## config.mk

```make
export PLATFORM = sky130hd
export DESIGN_NAME = shift_register_serializer
export DESIGN_NICKNAME = d
export VERILOG_FILES = /design/src/rtl/shift_register_serializer.sv
export SDC_FILE = /design/constraint.sdc
export NUM_CORES = 1
export LEC_CHECK = 0
export ABC_AREA = 1
export CAP_MARGIN = 0
export CELL_PAD_IN_SITES_DETAIL_PLACEMENT = 0
export CELL_PAD_IN_SITES_GLOBAL_PLACEMENT = 2
export CORE_MARGIN = 4
export CORE_UTILIZATION = 29
export CTS_CLUSTER_SIZE = 12
export DETAILED_ROUTE_END_ITERATION = 10
export MAX_ROUTING_LAYER = met4
export PLACE_DENSITY = 0.79
export SYNTH_ARGS = -nofsm -noshare
export SYNTH_HDL_FRONTEND = slang
export SYNTH_SLANG_ARGS = --single-unit
export TNS_END_PERCENT = 1
```

## constraint.sdc

```tcl
create_clock -name CLK -period 1.86 [get_ports CLK]
set_input_delay 0.279 -clock CLK [delete_from_list [all_inputs] [get_ports CLK]]
set_output_delay 0.279 -clock CLK [all_outputs]
set_load 0.05 [all_outputs]
```

## src/rtl/shift_register_serializer.sv

```systemverilog
// -----------------------------------------------------------------------------
// shift_register_serializer
//
// Parallel-in, serial-out transmitter. A WIDTH-bit word is captured through a
// load/ready handshake and shifted out one bit per accepted cycle over a
// valid/ready serial handshake. The consumer may stall at any bit.
//
// Parameters
//   WIDTH      word width in bits (>= 2)
//   LSB_FIRST  0: MSB transmitted first, 1: LSB transmitted first
//   CNT_W      width of bitCount
//
// Ports
//   CLK          in   rising-edge clock
//   resetN       in   asynchronous active-low reset
//   dataIn       in   word to transmit, sampled on an accepted load
//   load         in   load request, accepted when load && ready
//   ready        out  block can accept a word
//   serialOut    out  current serial bit
//   serialValid  out  serialOut holds a valid bit
//   serialReady  in   consumer accepts the bit when serialValid && serialReady
//   frameLast    out  presented bit is the final bit of the word
//   done         out  one-cycle pulse after the final bit is accepted
//   bitCount     out  bits still to be accepted, including the presented one
//
// Every output is a register or a decode of registered state; there is no
// combinational path from load or serialReady to any output.
// -----------------------------------------------------------------------------
module shift_register_serializer #(
    parameter int WIDTH     = 32,
    parameter int LSB_FIRST = 0,
    parameter int CNT_W     = $clog2(WIDTH) + 1
) (
    input  logic             CLK,
    input  logic             resetN,
    input  logic [WIDTH-1:0] dataIn,
    input  logic             load,
    output logic             ready,
    output logic             serialOut,
    output logic             serialValid,
    input  logic             serialReady,
    output logic             frameLast,
    output logic             done,
    output logic [CNT_W-1:0] bitCount
);

    typedef enum logic [1:0] {
        IDLE  = 2'd0,
        SHIFT = 2'd1,
        DONE  = 2'd2
    } state_e;

    state_e             state_q, state_d;
    logic [WIDTH-1:0]   sreg_q,  sreg_d;
    logic [CNT_W-1:0]   cnt_q,   cnt_d;
    logic               ready_q, ready_d;
    logic               out_bit_s;

    // Next-state, shift-register and bit-counter update.
    always_comb begin
        state_d = state_q;
        sreg_d  = sreg_q;
        cnt_d   = cnt_q;
        case (state_q)
            IDLE: begin
                if (load && ready_q) begin
                    sreg_d  = dataIn;
                    cnt_d   = CNT_W'(WIDTH);
                    state_d = SHIFT;
                end else begin
                    state_d = IDLE;
                end
            end
            SHIFT: begin
                if (serialReady) begin
                    // Shift toward the output end; the vacated bit fills with zero.
                    if (LSB_FIRST != 0) begin
                        sreg_d = {1'b0, sreg_q[WIDTH-1:1]};
                    end else begin
                        sreg_d = {sreg_q[WIDTH-2:0], 1'b0};
                    end
                    cnt_d = cnt_q - CNT_W'(1);
                    if (cnt_q == CNT_W'(1)) begin
                        state_d = DONE;
                    end else begin
                        state_d = SHIFT;
                    end
                end else begin
                    state_d = SHIFT;
                end
            end
            DONE: begin
                state_d = IDLE;
                sreg_d  = {WIDTH{1'b0}};
                cnt_d   = {CNT_W{1'b0}};
            end
            default: begin
                state_d = IDLE;
                sreg_d  = {WIDTH{1'b0}};
                cnt_d   = {CNT_W{1'b0}};
            end
        endcase
    end

    // ready is registered so it stays low during reset and rises on the first
    // edge after release, while still tracking the IDLE state thereafter.
    always_comb begin
        ready_d = (state_d == IDLE);
    end

    // State, shift register, counter and ready registers.
    always_ff @(posedge CLK or negedge resetN) begin
        if (!resetN) begin
            state_q <= IDLE;
            sreg_q  <= {WIDTH{1'b0}};
            cnt_q   <= {CNT_W{1'b0}};
            ready_q <= 1'b0;
        end else begin
            state_q <= state_d;
            sreg_q  <= sreg_d;
            cnt_q   <= cnt_d;
            ready_q <= ready_d;
        end
    end

    // Output end of the shift register depends on transmit order.
    always_comb begin
        if (LSB_FIRST != 0) begin
            out_bit_s = sreg_q[0];
        end else begin
            out_bit_s = sreg_q[WIDTH-1];
        end
    end

    // Output decode from registered state only.
    always_comb begin
        ready       = ready_q;
        serialValid = (state_q == SHIFT);
        serialOut   = (state_q == SHIFT) ? out_bit_s : 1'b0;
        frameLast   = (state_q == SHIFT) && (cnt_q == CNT_W'(1));
        done        = (state_q == DONE);
        bitCount    = cnt_q;
    end

endmodule

```

==> qor.yml <==
die:
  initial_core_util_pct: 30.1
  boundaryPins: 47
  design.core.area_um2: 7290
  die_h_um: 95.0
  fp-row-count: 31
  dieArea_um2: 9030
  die_w_um: 95.0
worst_setup_path:
  cp.required_ps: 1580
  arrival_ps: 1500
  critPathTopFamily: "buffers and inverters"
  critPathMaxFanout: 4
  worst_path_largest_cell_delay_ps: 820
  crit_slowest_cell: "clkdlybuf4s50_1"
  crit_chain: "clkdlybuf4s50_1"
  crit_path_start_kind: "flip-flop"
  timing.rr.start: "state_q[0]$_DFF_PN0_"
  reg2reg_depth: 7
  reg2reg_setup_slack_ps: 320
  r2r-end: "sreg_q[0]$_DFFE_PN0P_"
  path_buf_inv: 1
  cp-end-kind: "output port"
  critical_path_class: "flip-flop to output port"
finish:
  final_util_pct: 39.2
  nets: 356
  drive_above_1_share_pct: 17.6
  multi_input_area_um2: 918
  diodes: 0
  mostFrequentLayoutCells: "nand2_1 (76), dfrtp_1 (41), inv_1 (38)"
  fin_cells: 418
  final_common_cell: "nand2_1"
  finalInstanceArea_um2: 2860
  fillers: 786
  seqCellArea_um2: 1030
  area_growth_pct: 30.1
placed_design:
  dp_worst_setup_slack_ps: 199
  hpwl_um: 3450
  place_congestion: 0.780
  place_inst: 410
  dpl_cell_area_um2: 2770
  numPortBuffers: 46
sta:
  setup-tns-final_ps: 0
  setup-violations-final: 0
  period_share_pct: 95.7
  setup_ws_ps: 79.2
  tightest_slew_ps: 593
  hold_slack_ps: -20.2
  slew_headroom_pct: 60.4
  fmax_mhz: 562
  hold_violations: 24
  fin_skew_ps: 8.52
  timing_max_transition_violations_final: 0
  grt_setup_unrepaired: "no"
  finalCriticalPeriod_ps: 1780
pwr:
  power_mw: 4.74
  ir_drop_mv: 0.526
  p_leak_nw: 1.30
  power_density_nw_per_um2: 1660
global_routing:
  track_usage_pct: 11.9
  grt_pass1_wl_um: 8160
  antenna_found_initial: 0
  grt-ovfl-total: 0
  grt_pass1_vias: 1828
  grt_start_max_net_pins: 42
routing:
  drt-initial-drc-count: 47
  first_pass_iters: 4
  drt-vias-per-instance: 4.29
  wire_per_inst_um: 11.4
  drc: 0
  ant_nets: 0
  via_count: 1795
  routed_wl_um: 4750
yosys:
  ys_seq_area_share_pct: 46.7
  synth.net_count: 308
  syn-cell-area_um2: 2200
  synth.avg_cell_area_um2: 8.13
  yosys_warnings: 0
  synth_cell_types: 24
  synthCells: 270
  ys_ff_latch: 41
cts:
  clk_pin_slew_ps: 70
  worstSkewPairLatency_ps: 300
  root_buffer: "clkbuf_8"
  cts_tree: "built"
  htree_num_levels: 2
  cts.path.max_buffers: 2
  cts_sinks: 41
  cts_buffers: 5
status:
  outcome: "complete, but fails checks"
  violations: "hold timing"
job:
  max_cap_viol_count: 0
worst_hold_path:
  hold_path.class: "primary input to asynchronous set/reset pin"
-- worst max-delay path by stage --
stage,from,end,slack [ps],cells past startpoint
after floorplan,bitCount[0]$_DFFE_PN0P_,frameLast,120,3
after global placement,load,sreg_q[0]$_DFFE_PN0P_,240,8
after detailed placement,load,sreg_q[0]$_DFFE_PN0P_,200,8
after CTS,bitCount[0]$_DFFE_PN0P_,bitCount[0],30,1
after global routing,bitCount[1]$_DFFE_PN0P_,frameLast,20,5
final,ready$_DFF_PN0_,ready,80,1
-- synth_stat cells --
library cell  number  area share [%]
nand2_1           76              13
dfrtp_1           41              47
inv_1             38             6.5
o21ai_0           37             8.4
o21ai_2           23             9.2
nand3_1           10             2.3
nor2_1             8             1.4
o21ai_1            8             1.8
buf_6              6             3.1
clkbuf_1           6             1.0
ha_1               2             1.1
nand2_4            2             1.0
nand4_1            2            0.57
a31oi_1            1            0.29
clkbuf_2           1            0.23
inv_2              1            0.17
inv_4              1            0.29
inv_6              1            0.40
nand2_2            1            0.29
nand2_8            1            0.91
nor2_4             1            0.51
nor3_1             1            0.23
o22ai_1            1            0.29
or2_2              1            0.29
-- repair_timing --
item / 4_1_cts / 5_1_grt
buffers inserted: 0 / 0
setup endpoints to repair: 0 / 2
gates resized for setup: 0 / 2
hold buffers: 0 / 0
-- registers in the layout (all words and copies together), names as in the netlist --
signal,flops
bitCount,6
ready,1
sreg_q,32
state_q,2
-- where the power goes --
group	internal [mW]	switching, mW	leakage (nW)
combinational	0.999	1.71	0.742
clock	0.267	0.302	0.0395
sequential	1.28	0.179	0.521
-- cell type report --
cell class / count / area share (%)
clock buffers: 8 / 2.80
well taps: 99 / 4.33
multi-input cells: 175 / 32.1
repair buffers: 54 / 19.2
inverters: 41 / 5.65
flip-flops and latches: 41 / 35.9
-- cells by family (layout without fill, tap and decap cells) --
logic type / Yosys count / after routing / synth area share, %
flip-flops: 41 / 41 / 46.7
AND/OR/NAND/NOR: 103 / 103 / 20.5
adder cells (fa/ha/maj): 2 / 2 / 1.14
AO/OA/AOI/OAI: 70 / 70 / 20.0
buffers and inverters: 54 / 103 / 11.7
-- layer usage --
layer	GRT usage (%)	up-vias	wire [um]
met4	4.33	0	75
met2	19.3	29	2230
met1	14.6	812	2250
met3	2.53	7	196
li1	-	947	-
met5	-	-	0
Note: power is estimated with default switching activity, not from simulation.
